==> src/rtl/instr_encoder_pkg.sv <==
// Shared types for the instruction encoder: request classes, RV32 opcodes,
// FSM states and the request legality check used when INSTR_ENC_CHECK_EN is defined.
package instr_pkg;

  typedef enum logic [2:0] {
    CLS_ALUI   = 3'd0,
    CLS_BRANCH = 3'd1,
    CLS_STORE  = 3'd2,
    CLS_LOAD   = 3'd3,
    CLS_JAL    = 3'd4,
    CLS_JALR   = 3'd5,
    CLS_LUI    = 3'd6
  } instr_class_e;

  typedef enum logic [1:0] {
    S_IDLE = 2'd0,
    S_ENC  = 2'd1,
    S_WR   = 2'd2
  } state_e;

  localparam logic [6:0] OP_ALUI   = 7'b0010011;
  localparam logic [6:0] OP_LOAD   = 7'b0000011;
  localparam logic [6:0] OP_JALR   = 7'b1100111;
  localparam logic [6:0] OP_STORE  = 7'b0100011;
  localparam logic [6:0] OP_BRANCH = 7'b1100011;
  localparam logic [6:0] OP_JAL    = 7'b1101111;
  localparam logic [6:0] OP_LUI    = 7'b0110111;

  localparam logic [31:0] NOP_WORD = 32'h0000_0013;

  // An immediate fits a signed N-bit field when every bit above N-1 copies bit N-1.
  function automatic logic is_legal(input logic [2:0] cls, input logic [2:0] f3,
                                    input logic [31:0] imm);
    logic fits12;
    logic fits13;
    logic fits21;
    logic shamt_ok;
    logic ok;
    fits12   = (imm[31:11] == {21{imm[11]}});
    fits13   = (imm[31:12] == {20{imm[12]}});
    fits21   = (imm[31:20] == {12{imm[20]}});
    shamt_ok = (imm[31:5] == 27'd0);
    case (cls)
      CLS_ALUI:   ok = (f3 == 3'b000) ? fits12 : ((f3 == 3'b001) ? shamt_ok : 1'b0);
      CLS_BRANCH: ok = ((f3 == 3'b000) || (f3 == 3'b001)) && fits13 && !imm[0];
      CLS_LOAD,
      CLS_STORE:  ok = (f3 == 3'b010) && fits12;
      CLS_JALR:   ok = (f3 == 3'b000) && fits12;
      CLS_JAL:    ok = fits21 && !imm[0];
      CLS_LUI:    ok = (imm[11:0] == 12'd0);
      default:    ok = 1'b0;
    endcase
    return ok;
  endfunction

endpackage

==> src/rtl/instr_encoder_pack.sv <==
// Combinational RV32 format packer: class plus raw fields in, 32-bit instruction word out.
module instr_pack
  import instr_pkg::*;
(
  input  logic [2:0]  cls,
  input  logic [2:0]  funct3,
  input  logic [4:0]  rd,
  input  logic [4:0]  rs1,
  input  logic [4:0]  rs2,
  input  logic [31:0] imm,
  output logic [31:0] word
);

  // Branch and jump immediates are byte offsets, so bit 0 is never encoded.
  always_comb begin
    word = NOP_WORD;
    case (cls)
      CLS_ALUI: begin
        if (funct3 == 3'b001)
          word = {7'b0000000, imm[4:0], rs1, funct3, rd, OP_ALUI};
        else
          word = {imm[11:0], rs1, funct3, rd, OP_ALUI};
      end
      CLS_LOAD:   word = {imm[11:0], rs1, funct3, rd, OP_LOAD};
      CLS_JALR:   word = {imm[11:0], rs1, funct3, rd, OP_JALR};
      CLS_STORE:  word = {imm[11:5], rs2, rs1, funct3, imm[4:0], OP_STORE};
      CLS_BRANCH: word = {imm[12], imm[10:5], rs2, rs1, funct3, imm[4:1], imm[11], OP_BRANCH};
      CLS_JAL:    word = {imm[20], imm[10:1], imm[11], imm[19:12], rd, OP_JAL};
      CLS_LUI:    word = {imm[31:12], rd, OP_LUI};
      default:    word = NOP_WORD;
    endcase
  end

endmodule

==> src/rtl/instr_encoder.sv <==
// Instruction encoder: accepts one encode request, packs it and writes it to sequential
// instruction-memory addresses. Define INSTR_ENC_CHECK_EN to reject illegal requests via err.
module instr_encoder
  import instr_pkg::*;
#(
  parameter int                       ADDRESS_WIDTH = 32,
  parameter logic [ADDRESS_WIDTH-1:0] BASE_ADDR     = '0
) (
  input  logic                     clk,
  input  logic                     rst_n,
  input  logic                     clear,
  input  logic                     req_valid,
  output logic                     req_ready,
  input  logic [2:0]               req_class,
  input  logic [2:0]               req_funct3,
  input  logic [4:0]               req_rd,
  input  logic [4:0]               req_rs1,
  input  logic [4:0]               req_rs2,
  input  logic [31:0]              req_imm,
  output logic                     mem_we,
  output logic [ADDRESS_WIDTH-1:0] mem_addr,
  output logic [31:0]              mem_wdata,
  input  logic                     mem_ready,
  output logic [15:0]              count,
  output logic                     err
);

  state_e      state;
  logic [2:0]  cls_q;
  logic [2:0]  f3_q;
  logic [4:0]  rd_q;
  logic [4:0]  rs1_q;
  logic [4:0]  rs2_q;
  logic [31:0] imm_q;
  logic [31:0] packed_word;
  logic        enc_ok;

  instr_pack u_pack (
    .cls    (cls_q),
    .funct3 (f3_q),
    .rd     (rd_q),
    .rs1    (rs1_q),
    .rs2    (rs2_q),
    .imm    (imm_q),
    .word   (packed_word)
  );

`ifdef INSTR_ENC_CHECK_EN
  assign enc_ok = is_legal(cls_q, f3_q, imm_q);
`else
  assign enc_ok = 1'b1;
`endif

  assign req_ready = (state == S_IDLE);

  // Clear is applied after the FSM so it overrides a same-edge address increment,
  // while the write itself still completes normally.
  always_ff @(posedge clk or negedge rst_n) begin
    if (!rst_n) begin
      state     <= S_IDLE;
      mem_we    <= 1'b0;
      mem_wdata <= '0;
      mem_addr  <= BASE_ADDR;
      count     <= '0;
      err       <= 1'b0;
      cls_q     <= '0;
      f3_q      <= '0;
      rd_q      <= '0;
      rs1_q     <= '0;
      rs2_q     <= '0;
      imm_q     <= '0;
    end else begin
      err <= 1'b0;
      case (state)
        S_IDLE: begin
          if (req_valid) begin
            cls_q <= req_class;
            f3_q  <= req_funct3;
            rd_q  <= req_rd;
            rs1_q <= req_rs1;
            rs2_q <= req_rs2;
            imm_q <= req_imm;
            state <= S_ENC;
          end
        end
        S_ENC: begin
          if (enc_ok) begin
            mem_wdata <= packed_word;
            mem_we    <= 1'b1;
            state     <= S_WR;
          end else begin
            err   <= 1'b1;
            state <= S_IDLE;
          end
        end
        S_WR: begin
          if (mem_ready) begin
            mem_we   <= 1'b0;
            mem_addr <= mem_addr + ADDRESS_WIDTH'(4);
            count    <= count + 16'd1;
            state    <= S_IDLE;
          end
        end
        default: state <= S_IDLE;
      endcase
      if (clear) begin
        mem_addr <= BASE_ADDR;
        count    <= '0;
      end
    end
  end

endmodule

==> config.mk <==
export PLATFORM = sky130hd
export DESIGN_NAME = instr_encoder
export DESIGN_NICKNAME = d
export VERILOG_FILES = /design/src/rtl/instr_encoder_pkg.sv /design/src/rtl/instr_encoder_pack.sv /design/src/rtl/instr_encoder.sv
export SDC_FILE = /design/constraint.sdc
export NUM_CORES = 1
export LEC_CHECK = 0
export CORE_MARGIN = 5
export CORE_UTILIZATION = 30
export DETAILED_ROUTE_END_ITERATION = 8
export HOLD_SLACK_MARGIN = 0.08
export PLACE_DENSITY_LB_ADDON = 0.1
export SKIP_LAST_GASP = 1
export SLEW_MARGIN = 5
export SYNTH_ARGS = -nofsm -noshare
export SYNTH_HDL_FRONTEND = slang
export SYNTH_SLANG_ARGS = --single-unit
==> constraint.sdc <==
create_clock -name clk -period 3.8 [get_ports clk]
set_clock_uncertainty 0.1 [all_clocks]
set_input_delay 1.14 -clock clk [delete_from_list [all_inputs] [get_ports clk]]
set_output_delay 1.14 -clock clk [all_outputs]
set_load 0.01 [all_outputs]
# Yosys cells after proc, flatten, opt, wreduce, memory -nomap -nowiden
# Index checks and enable logic that the tools add are counted.
# totals
output_inout_bits,83
ff_bits,136
inputBits,58
wordCells,46
# op_classes
mux,13
n_reduce_logical,9
add_sub_neg,2
eq_ne,11
# op_table
operator,count
case mux 32 bit (7 select lines),1
2-to-1 mux 32 bit,4
2-to-1 mux 16 bit,3
"adder 32 x 3 -> 32 bit, second input constant",1
"adder 16 x 1 -> 16 bit, second input constant",1
"== test 3 bit, second input constant",3
AND reduction 2 bit,4
"== test 3 x 1 -> 1 bit, second input constant",2
"== test 3 x 2 -> 1 bit, second input constant",2
case mux 2 bit (3 select lines),1
nonzero test 2 bit,3
2-to-1 mux 2 bit,2
"!= test 2 bit, second input constant",2
logical NOT 3 bit,1
"== test 2 x 1 -> 1 bit, second input constant",1
"== test 2 bit, second input constant",1
logical NOT 2 bit,1
case mux 1 bit (2 select lines),1
2-to-1 mux 1 bit,1

# Depth between registers and ports, before layout
# logic_depth
word_depth,4
ltp_mapped,7
ltp_nobuf,5

# Cells and area by module
# From an unflattened synthesis, not the netlist that was laid out.
# unflattened
cells_unflattened,573
area_unflattened_um2,6622.6
# by_module_without_submodules
module,seq_area_each_um2,cells_each,area_per_inst_um2,instances
instr_encoder,3353.2,453,5764.3,1
instr_pack,0.0,120,858.3,1

# Worst setup path before layout
# OpenSTA, ideal clock, no wires.
# synth_path
path_type,input -> register
start,input mem_ready
end,register mem_addr[30]
setup_slack_ps,1372
required_time_ps,3622
arrival_ps,2249
path_buffers,2
setup_time_ps,78
cell_stages,6
cell_sequence,and3b_1 > buf_6 > o211ai_4 > buf_6 > or4_1 > a21oi_1
# synth_via
elab_chain_cells,2
# synth_lines
element,line,text
start: declaration,instr_encoder.sv:23,"input logic mem_ready,"
nonzero test 2 bit (no line),n/a,
AND reduction 2 bit (no line),n/a,
end signal: assignment,instr_encoder.sv:99,mem_addr <= mem_addr + ADDRESS_WIDTH'(4);
end: declaration,instr_encoder.sv:21,"output logic [ADDRESS_WIDTH-1:0] mem_addr,"
# Every way passes these cells.
# A chain may end at the register's enable or synchronous reset.

# Final worst setup path
# layout_path
start,input mem_ready
end,register mem_addr[26]
# Same word-level chain as after synthesis.

==> impl_metrics.env <==
export IMPL_clock_root_buffer="clkbuf_16"
export IMPL_insertion_delay_ns=0.41
export IMPL_vdd_ir_drop_worst_mv=0.323
export IMPL_cellPowerDensity_mw_per_mm2=680
export IMPL_first_global_vias=5202
export IMPL_hold_buffers=0
export IMPL_criticalPathCategory="input port to flip-flop"
export IMPL_final_period_utilization_pct=75.6
export IMPL_diodes=0
export IMPL_layout_cells_non_filler=1009
export IMPL_worstSetupStartpointType="input port"
export IMPL_cts_max_level=4
export IMPL_setup_viol=0
export IMPL_rsz0062_at_grt="false"
export IMPL_area_growth_pct=34.9
export IMPL_cts_buffer_depth=2
export IMPL_worst_pin_slew_ns=0.856
export IMPL_cts_resized=0
export IMPL_grt_usage_pct=14.5
export IMPL_maxCapViolCount=0
export IMPL_cp_max_fo=26
export IMPL_final_nets=781
export IMPL_die_area_sq_mm=0.0241
export IMPL_dp_hpwl_um=11800
export IMPL_num_rows=53
export IMPL_slowest_delay_ns=0.51
export IMPL_period_minus_slack_ns=2.87
export IMPL_syn_area_per_cell_sq_um=10.6
export IMPL_synth_edf_count=0
export IMPL_setup_tns_ns=0
export IMPL_clock_sinks=133
export IMPL_grt_remaining_overflow=0
export IMPL_ys_seq_area_share_pct=52.7
export IMPL_outcome="finished, final reports clean"
export IMPL_hold_path_endpoint="mem_wdata[31]$_DFFE_PN0P_"
export IMPL_synthCells=596
export IMPL_core_sq_mm=0.0209
export IMPL_max_freq_mhz=348
export IMPL_tritoncts="built"
export IMPL_final_util_pct=40.8
export IMPL_vias=5085
export IMPL_reg2reg_to="mem_wdata[31]$_DFFE_PN0P_"
export IMPL_die_height_um=155
export IMPL_drive_gt1_share_pct=14.7
export IMPL_clkTransAtPathRegs_ns=0.06
export IMPL_routabilityCongestion=0.760
export IMPL_power_leakage_nw=3.44
export IMPL_die_w_um=155
export IMPL_cp_required_ns=4.02
export IMPL_drc=0
export IMPL_path_cells="clkdlybuf4s50_1 > and3b_1 > buf_4 > nand4_1 > or4_1 > a21oi_1"
export IMPL_drt_first_pass_iters=6
export IMPL_pin_count=141
export IMPL_ys_flop_type="dfrtp_1"
export IMPL_drt_iter0_markers=224
export IMPL_grt_max_degree=68
export IMPL_total_power_mw=5.80
export IMPL_critPathCaptureType="flip-flop"
export IMPL_cts_buffers=17
export IMPL_start_util_pct=30.2
export IMPL_min_path_type="flip-flop to flip-flop"
export IMPL_antenna_found_initial=1
export IMPL_relSlewSlack_pct=42.9
export IMPL_ys_ff_latch=133
export IMPL_post_cts_buffers=0
export IMPL_wl_per_cell_um=16.8
export IMPL_detail_route_antenna_nets=0
export IMPL_min_from="mem_wdata[31]$_DFFE_PN0P_"
export IMPL_synthArstFlopShare_pct=100
export IMPL_cpMaxStageDelayCell="clkdlybuf4s50_1"
export IMPL_port_buffers=137
export IMPL_r2r_setup_slack_ns=1.44
export IMPL_rr_startpoint="cls_q[0]$_DFFE_PN0P_"
export IMPL_reg2reg_depth=5
export IMPL_whs_path_depth=2
export IMPL_dp_cells=977
export IMPL_report_final_slew_viol_count=0
export IMPL_hold_violations=0
export IMPL_synth_cell_types=51
export IMPL_grt_pass1_wl_um=28100
export IMPL_viasPerCell=5.04
export IMPL_finalWirelength_um=16900
export IMPL_arrival_ns=3.10
export IMPL_syn_area_sq_mm=0.00632
export IMPL_ys_warn_count=0
==> state kept, by name (all words and copies together), names as in the netlist <==
register and flops:
imm_q 32, mem_wdata 31, mem_addr 30, count 16, rd_q 5, rs1_q 5
rs2_q 5, cls_q 3, f3_q 3, state 2, mem_we 1
==> synth_stat cells (6+ instances only) <==
master / n / area, sq um
a21oi_1: 34 / 170
a221oi_1: 8 / 70.1
a22oi_1: 7 / 52.6
and3_1: 6 / 37.5
and4_1: 6 / 52.6
buf_2: 12 / 60.1
clkbuf_1: 21 / 78.8
dfrtp_1: 133 / 3330
inv_1: 10 / 37.5
mux2_2: 56 / 631
nand2_1: 48 / 180
nand3_1: 13 / 65.1
nand4_1: 12 / 75.1
nor2_1: 61 / 229
nor2b_1: 7 / 43.8
o21ai_0: 35 / 175
o31ai_1: 15 / 113
or3_1: 9 / 56.3
or4_1: 14 / 105
xnor2_1: 6 / 52.6
xor2_1: 13 / 114
==> per-stage QoR <==
step	cell area [sq um]	hold slack, ns	setup slack, ns
6_report	8520	0.379	0.928
5_1_grt	8520	0.412	0.788
4_1_cts	8520	0.389	0.936
3_5_place_dp	7930	0.376	0.541
3_3_place_gp	7930	0.364	0.590
2_1_floorplan	6320	0.373	1.37
==> critical path: cells and delay by family <==
kind	cells	cell delay, ns
AO/OA/AOI/OAI	1	0.17
buffers and inverters	2	0.80
AND/OR/NAND/NOR	3	0.97
==> power breakdown <==
| part | internal (mW) | switching (mW) | total, mW |
|---|---|---|---|
| Clock | 0.997 | 0.656 | 1.65 |
| Combinational | 0.999 | 0.911 | 1.91 |
| Sequential | 1.88 | 0.361 | 2.24 |
| Total | 3.87 | 1.93 | 5.80 |
==> cell families (layout without fill, tap and decap cells) <==
group,Yosys count,after routing,synth area share (%)
fa+ha+maj,2,2,0.396
other cells,1,3,0.0594
compound gates,127,127,13.3
mux,56,56,9.98
buf+inv,54,190,3.98
xor+xnor,19,19,2.63
simple gates,204,204,17.0
flops,133,133,52.7
==> cell type report <==
class / instances / area [sq um]
sequential: 133 / 3330
timing repair buffer: 148 / 1480
tap: 275 / 344
clock buffer: 20 / 447
multi-input combinational: 411 / 2750
clock inverter: 12 / 144
inverter: 10 / 37.5
fill: 2008 / 12400
==> layer usage <==
metal	vias to the layer above	wire [um]	global-route usage, %
met5	-	13	0
met4	2	133	3.45
met3	13	1010	4.53
met2	123	8160	23.2
met1	2525	7600	19.3
li1	2422	-	-
==> worst max path at each step <==
| stage | start | to | slack, ns | cells after the start |
|---|---|---|---|---|
| 2_1_floorplan | mem_ready | mem_addr[30]$_DFFE_PN0P_ | 1.37 | 6 |
| 3_3_place_gp | mem_ready | mem_addr[28]$_DFFE_PN0P_ | 0.59 | 6 |
| 3_5_place_dp | mem_ready | mem_addr[28]$_DFFE_PN0P_ | 0.54 | 6 |
| 4_1_cts | state[0]$_DFFE_PN0P_ | req_ready | 0.94 | 2 |
| 5_1_grt | mem_ready | mem_addr[26]$_DFFE_PN0P_ | 0.79 | 6 |
| 6_report | mem_ready | mem_addr[26]$_DFFE_PN0P_ | 0.93 | 6 |
==> placed cells by master (no fill, tap or decap), drive strengths merged, types with 6 or more instances in the layout <==
master / netlist / final
a21oi: 34 / 34
a221oi: 8 / 8
a22oi: 7 / 7
and3: 6 / 6
and4: 7 / 7
buf: 23 / 13
clkbuf: 21 / 20
clkdlybuf4s50: 0 / 135
dfrtp: 133 / 133
inv: 10 / 15
mux2: 56 / 56
nand2: 48 / 48
nand3: 13 / 13
nand4: 16 / 16
nor2: 61 / 61
nor2b: 7 / 7
o21ai: 35 / 35
o31ai: 15 / 15
or3: 9 / 9
or4: 14 / 14
xnor2: 6 / 6
xor2: 13 / 13
Note: power is estimated with default switching activity, not from simulation.
